File: config.mk
export PLATFORM = sky130hd
export DESIGN_NAME = pipe_mdu_ctrl
export DESIGN_NICKNAME = d
export VERILOG_FILES = /design/src/rtl/pipe_mdu_ctrl.sv
export SDC_FILE = /design/constraint.sdc
export NUM_CORES = 1
export LEC_CHECK = 0
export ABC_CLOCK_PERIOD_IN_PS = 5650
export CAP_MARGIN = 25
export CORE_MARGIN = 8
export CORE_UTILIZATION = 39
export CTS_BUF_LIST = sky130_fd_sc_hd__clkbuf_4 sky130_fd_sc_hd__clkbuf_8
export CTS_CLUSTER_DIAMETER = 200
export DETAILED_ROUTE_END_ITERATION = 10
export PLACE_DENSITY = 0.69
export SETUP_SLACK_MARGIN = 0.2
export SKIP_LAST_GASP = 1
export SYNTH_ARGS = -nofsm -noshare
export SYNTH_HDL_FRONTEND = slang
export SYNTH_SLANG_ARGS = --single-unit
File: constraint.sdc
create_clock -name clock -period 5.65 [get_ports clock]
set_input_delay 0.8475 -clock clock [delete_from_list [all_inputs] [get_ports clock]]
set_output_delay 0.8475 -clock clock [all_outputs]
set_load 0.03 [all_outputs]
File: src/rtl/pipe_mdu_ctrl.sv
// rtl/pipe_mdu_ctrl.sv - multi-cycle multiply/divide sequencer with HI/LO ownership and EXE stall
module pipe_mdu_ctrl #(
  parameter int WIDTH = 32,
  parameter int CNT_W = 6
) (
  input  logic             clock,
  input  logic             reset,
  input  logic             estart,
  input  logic [1:0]       eop,
  input  logic [WIDTH-1:0] ea,
  input  logic [WIDTH-1:0] eb,
  input  logic             ehi_rd,
  input  logic             elo_rd,
  input  logic             ewhi,
  input  logic             ewlo,
  input  logic [WIDTH-1:0] ewdata,
  output logic             stall,
  output logic             busy,
  output logic             done,
  output logic [WIDTH-1:0] hi,
  output logic [WIDTH-1:0] lo
);

  typedef enum logic [1:0] {IDLE, RUN, FIX} state_t;

  state_t           state, state_nxt;
  logic [CNT_W-1:0] count;
  logic [WIDTH-1:0] acc_hi, acc_lo, opd;
  logic             is_div, neg_res, neg_rem;

  logic             sgn;
  logic [WIDTH-1:0] a_mag, b_mag;
  logic [WIDTH:0]   mul_sum;
  logic [WIDTH:0]   rem_sh;
  logic [WIDTH-1:0] rem_diff;
  logic             no_borrow;
  logic [2*WIDTH-1:0] prod_s;
  logic [WIDTH-1:0] quo_s, rem_s, res_hi, res_lo;

  assign sgn   = ~eop[0];
  assign a_mag = (sgn && ea[WIDTH-1]) ? -ea : ea;
  assign b_mag = (sgn && eb[WIDTH-1]) ? -eb : eb;

  // Multiply: acc_lo holds the multiplier and shifts out as product bits shift in.
  assign mul_sum = {1'b0, acc_hi} + ({(WIDTH+1){acc_lo[0]}} & {1'b0, opd});

  // Divide: acc_hi is the partial remainder, acc_lo the dividend shifting into quotient.
  assign rem_sh    = {acc_hi, acc_lo[WIDTH-1]};
  assign no_borrow = (rem_sh >= {1'b0, opd});
  assign rem_diff  = rem_sh[WIDTH-1:0] - opd;

  assign prod_s = neg_res ? -{acc_hi, acc_lo} : {acc_hi, acc_lo};
  assign quo_s  = neg_res ? -acc_lo : acc_lo;
  assign rem_s  = neg_rem ? -acc_hi : acc_hi;
  assign res_hi = is_div ? rem_s : prod_s[2*WIDTH-1:WIDTH];
  assign res_lo = is_div ? quo_s : prod_s[WIDTH-1:0];

  always_ff @(posedge clock) begin
    if (reset) state <= IDLE;
    else       state <= state_nxt;
  end

  always_comb begin
    state_nxt = state;
    busy      = 1'b0;
    done      = 1'b0;
    stall     = 1'b0;
    case (state)
      IDLE:    if (estart) state_nxt = RUN;
      RUN:     if (count == CNT_W'(WIDTH-1)) state_nxt = FIX;
      FIX:     state_nxt = IDLE;
      default: state_nxt = IDLE;
    endcase
    // Gated by reset so an abort drops the stall in the very cycle reset is seen.
    busy  = (state != IDLE) && !reset;
    done  = (state == FIX) && !reset;
    stall = busy && (estart || ehi_rd || elo_rd || ewhi || ewlo);
  end

  always_ff @(posedge clock) begin
    if (reset) begin
      count   <= '0;
      acc_hi  <= '0;
      acc_lo  <= '0;
      opd     <= '0;
      is_div  <= 1'b0;
      neg_res <= 1'b0;
      neg_rem <= 1'b0;
      hi      <= '0;
      lo      <= '0;
    end else begin
      case (state)
        IDLE: begin
          if (ewhi) hi <= ewdata;
          if (ewlo) lo <= ewdata;
          if (estart) begin
            count   <= '0;
            acc_hi  <= '0;
            acc_lo  <= eop[1] ? a_mag : b_mag;
            opd     <= eop[1] ? b_mag : a_mag;
            is_div  <= eop[1];
            neg_res <= sgn && (ea[WIDTH-1] ^ eb[WIDTH-1]);
            neg_rem <= sgn && ea[WIDTH-1];
          end
        end
        RUN: begin
          count <= count + CNT_W'(1);
          if (is_div) begin
            acc_hi <= no_borrow ? rem_diff : rem_sh[WIDTH-1:0];
            acc_lo <= {acc_lo[WIDTH-2:0], no_borrow};
          end else begin
            acc_hi <= mul_sum[WIDTH:1];
            acc_lo <= {mul_sum[0], acc_lo[WIDTH-1:1]};
          end
        end
        FIX: begin
          hi <= res_hi;
          lo <= res_lo;
        end
        default: ;
      endcase
    end
  end

endmodule

After elaboration in Yosys (flattened, before gate mapping)

Cells that the tools add are included.

Add/sub/neg operators: 8
Equality and inequality tests: 7
Magnitude comparators: 1
Bitwise operators: 3
Reduce and logical (&&, ||, !) cells: 20
Mux-type cells: 25

Operators by type and width:

| cell                  | count |
|---|---|
| $mux W32              | 15 |
| $pmux W32 S2          | 4 |
| $neg A32 Y32          | 4 |
| $mux W64              | 1 |
| $neg A64 Y64          | 1 |
| $add A32 B33 Y33      | 1 |
| $and A33 B32 Y33      | 1 |
| $ge A33 B32 Y1        | 1 |
| $sub A32 B32 Y32      | 1 |
| $pmux W6 S2           | 1 |
| $reduce_and A2 Y1     | 5 |
| $ne A2 B2 Y1 const B  | 4 |
| $add A6 B1 Y6 const B | 1 |
| $eq A6 B5 Y1 const B  | 1 |
| $logic_and A1 B1 Y1   | 6 |
| $mux W6               | 1 |
| $reduce_bool A2 Y1    | 3 |
| $logic_or A1 B1 Y1    | 4 |
| $mux W2               | 2 |
| $pmux W2 S2           | 1 |
| $eq A2 B1 Y1 const B  | 1 |
| $eq A2 B2 Y1 const B  | 1 |
| $logic_not A2 Y1      | 1 |
| $logic_not A1 Y1      | 1 |
| other kinds (2)       | 2 |

Input port bits: 105
Output and inout port bits: 67
Register bits after elaboration: 171

Depth between registers and ports, before layout

Word-level depth: 6
Mapped depth: 16

Worst setup path after synthesis

OpenSTA, ideal clock, no wires.

Path kind: reg-to-reg
Start point: register acc_lo[0]
End point: register acc_hi[28]
Period minus slack after synthesis: 3.297 ns
Path slack: 2.353 ns
Arrival time: 3.154 ns
Cell stages (with the launch flop): 17
Path through: dfxtp_1 -> clkbuf_1 -> inv_1 -> clkbuf_1 -> nor2_1 -> ha_1 -> clkbuf_1 -> a21oi_1 -> o211ai_1 -> a21oi_1 -> a21oi_1 -> o41ai_1 -> nor4b_1 -> o41a_1 -> xor2_1 -> nand2_1 -> o311ai_0

Cells in the longest elaborated chain, start to end: 4

Ends and longest elaborated chain:

| what                     | line | RTL |
|---|---|---|
| start: declaration       | 28   | `logic [WIDTH-1:0] acc_hi, acc_lo, opd;` |
| start signal: assignment | 99   | `acc_lo <= eop[1] ? a_mag : b_mag;` |
| start signal: assignment | 110  | `acc_lo <= {acc_lo[WIDTH-2:0], no_borrow};` |
| start signal: assignment | 113  | `acc_lo <= {mul_sum[0], acc_lo[WIDTH-1:1]};` |
| $and A33 B32 Y33         | 45   | `assign mul_sum = {1'b0, acc_hi} + ({(WIDTH+1){acc_lo[0]}} & {1'b0, opd});` |
| $add A32 B33 Y33         | 45   |  |
| $mux W32                 | 108  | `if (is_div) begin` |
| $pmux W32 S2             | 92   | `case (state)` |
| end signal: assignment   | 109  | `acc_hi <= no_borrow ? rem_diff : rem_sh[WIDTH-1:0];` |
| end signal: assignment   | 112  | `acc_hi <= mul_sum[WIDTH:1];` |
| end: declaration         | 28   |  |

No other way between the ends.
A chain may end at the register's enable or synchronous reset.

Worst setup path in the final report

Start point: register acc_hi[1]
End point: register acc_hi[4]

Cells in the longest elaborated chain, start to end: 4

Ends and longest elaborated chain:

| what                                               | line |
|---|---|
| $sub A32 B32 Y32 or $ge A33 B32 Y1 (tied branches) | 50, 49 |
| $mux W32                                           | 109 |
| $mux W32 (*)                                       | 108 |
| $pmux W32 S2 (*)                                   | 92 |

Every way passes the cells marked *; elsewhere a longest branch is shown, timed or not.

==> results.yml <==
placement:
  pre_cts_ws_ns: 1.667
  routabilityCongestion: 0.9778
  numPortBuffers: 171
  hpwlAfterDp_um: 40110
global_routing:
  grtUsageTotal: 0.2324
  grt_pass1_vias: 13910
  grt-ovfl-total: 0
  grt_max_degree: 77
  grt_pass1_wl_um: 78780
  antenna_found_initial: 0
outcome:
  status: "completed"
synthesis:
  synth_nets: 2141
  ys_seq_elements: 171
  synth.distinct_cells: 69
  synth_top_area_frac: 0.2408
  synth_area_leaders: "dfxtp_1 (24%), nor2_1 (7.2%), a21oi_1 (7.1%)"
  syn_inst: 1965
  syn_avg_cell_area_um2: 7.234
  synth_edf_count: 0
  yosys_warnings: 0
  synth_area_leader_cell: "dfxtp_1"
  ys.flop_type: "dfxtp_1"
  synth-async-reset-ratio: 0
  syn_area_um2: 14210
  yosysSeqAreaShare: 0.2408
clocking:
  clk-insertion-delay-late_ns: 0.48
  root_buffer: "clkbuf_8"
  cts_resized: 0
  cts_tree: "yes"
  cts_setup_buffers: 0
  cts.clk_slew.worst_paths_ns: 0.11
  cts_sinks: 171
  holdBufCountCts: 0
  htree_levels: 4
  cts_made_buffers: 17
  clk_path_buf_depth: 2
die:
  core_um2: 36260
  die_x_um: 206.9
  ios: 172
  start_util: 0.3920
  die_area_um2: 42810
  die_h_um: 206.9
  core.rowCount: 70
pwr:
  internal_power_mw: 2.143
  power_mw: 3.611
  p_clk_frac: 0.260
  switching_power_mw: 1.468
  combPwrFrac: 0.349
  powerDensity_nw_per_um2: 217.5
  leakage_nw: 6.285
  swShare: 0.4066
  seq_power_share: 0.391
  peakVddDrop_mv: 0.1342
critical_path:
  r2r_start: "acc_hi[1]"
  crit_path_max_incr_delay_ns: 0.55
  crit_path_start: "acc_hi[1]"
  worstPathRequired_ns: 5.98
  worst-setup-path-type: "register to register"
  reg2reg_depth: 12
  rr_endpoint: "acc_hi[4]"
  crit_arrival_ns: 4.41
  crit_path_end: "acc_hi[4]"
  critPathTopFamily: "compound AO/OA/AOI/OAI gates"
  critPathMostFrequentCell: "o21ai_0"
  end_kind: "register"
  r2r_setup_slack_ns: 1.57
  cp-start-kind: "register"
  crit_slowest_cell: "dfxtp_1"
  cp.depth: 12
  crit_fanout: 38
  path_cells: "ha_1 -> o21ai_0 -> a21oi_1 -> o31a_1 -> o21ai_0 -> o31a_1 -> o21ai_0 -> a21oi_4 -> buf_4 -> mux2_2 -> a211oi_1 -> nor3_1"
  path_buf_inv: 1
sta:
  rsz0062_at_grt: "false"
  period_share: 0.7216
  setup_viol: 0
  tns_ns: 0
  fin_skew_ns: 0.02078
  final_max_slew_viol_count: 0
  tightest_slew_ns: 1.098
  setup_ws_ns: 1.573
  maxSlewHeadroom: 0.2653
  post-route-min-period_ns: 4.077
  finalHoldViolations: 0
  fmax_mhz: 245.3
cells_and_area:
  final_cell_mix: "nor2_1 (272), a21oi_1 (202), nand2_1 (188)"
  multi_input_area_um2: 10070
  antennaDiodeCount: 0
  fillers: 3644
  syn_to_final_growth_pct: 16.80
  final_common_cell: "nor2_1"
  seqCellArea_um2: 3425
  drive_above_1_share: 0.04045
  layout.nets: 2215
  utilization: 0.4579
detailed_routing:
  drt-total-wl_um: 51400
  first_pass_iters: 5
  postRouteAntennaNets: 0
  drt_iter0_markers: 1384
  drc: 0
  vias: 14980
  via_per_inst: 5.944
  post_drt_wl_per_cell_um: 20.40
hold_path:
  holdCritStartpoint: "opd[20]"
  hp-class: "register to register"
run:
  drv_cap: 0
[cell type report]
cell class,count,area share
Clock buffer,18,0.01492
Clock inverter,14,0.01047
Inverter,62,0.01402
Multi-Input combinational cell,1594,0.6065
Sequential cell,171,0.2063
Tap cell,468,0.03527
Timing Repair Buffer,193,0.1126
[synthesized netlist by cell type, types with 49 or more instances]
library cell / n
nand2_1: 189
inv_1: 62
nor2_1: 273
clkbuf_1: 110
a21oi_1: 203
xor2_1: 78
a211oi_1: 111
o21ai_0: 97
dfxtp_1: 171
xnor2_1: 89
ha_1: 69
mux2i_1: 49
[logic make-up (layout without fill, tap and decap cells)]
group / Yosys count / count (layout) / synth area share
AOI/OAI and AO/OA: 635 / 635 / 0.2903
xor gates and xnor gates: 167 / 167 / 0.1029
adders and majority gates: 71 / 71 / 0.06355
buffers and inverters: 200 / 287 / 0.05422
DFF: 171 / 171 / 0.2408
muxes: 54 / 54 / 0.03846
and+or+nand+nor: 667 / 667 / 0.2098
[routing by layer]
layer  wire, um  track usage  share of wire  vias to the layer above
met4       1327      0.07425          0.026                        0
met1      22880       0.3232           0.45                     7013
met5          0            0              0                        -
met2      22790       0.3629           0.44                      639
li1           -            -              -                     7245
met3       4409      0.03761          0.086                       81
[power by group through the flow]
stage	combinational, mW	clock, mW	sequential [mW]
after floorplan	0.810	0	1.43
after CTS	1.24	0.946	1.40
after global routing	1.37	1.00	1.42
final	1.26	0.940	1.41
after detailed placement	1.24	0	1.43
after global placement	1.23	0	1.43
[registers in the layout, indices dropped and copies added, names as in the netlist]
register / count
is_div: 1
count: 6
acc_lo: 32
neg_res: 1
acc_hi: 32
neg_rem: 1
opd: 32
lo: 32
state: 2
hi: 32
[how the worst min path moves through the flow]
stage / endpoint / slack [ns] / depth (start not counted)
final: opd[20] / 0.46 / 2
after global routing: opd[17] / 0.48 / 2
after CTS: opd[25] / 0.46 / 2
after detailed placement: opd[25] / 0.44 / 2
after floorplan: opd[10] / 0.43 / 2
after global placement: opd[3] / 0.44 / 2
[metrics by stage]
stage,cell area [um^2],std cells,hold slack (ns)
2_1_floorplan,14210,1965,0.4319
3_3_place_gp,16180,2488,0.4413
3_5_place_dp,16180,2488,0.4447
4_1_cts,16600,2520,0.4600
5_1_grt,16600,2520,0.4796
6_report,16600,2520,0.4596
[tightest hold or removal path: stages, from the launching register on]
cell	delay, ns
dfxtp_1	0.33
nand2_1	0.05
a21oi_1	0.05
No activity file was read; power rests on OpenSTA's default activity.
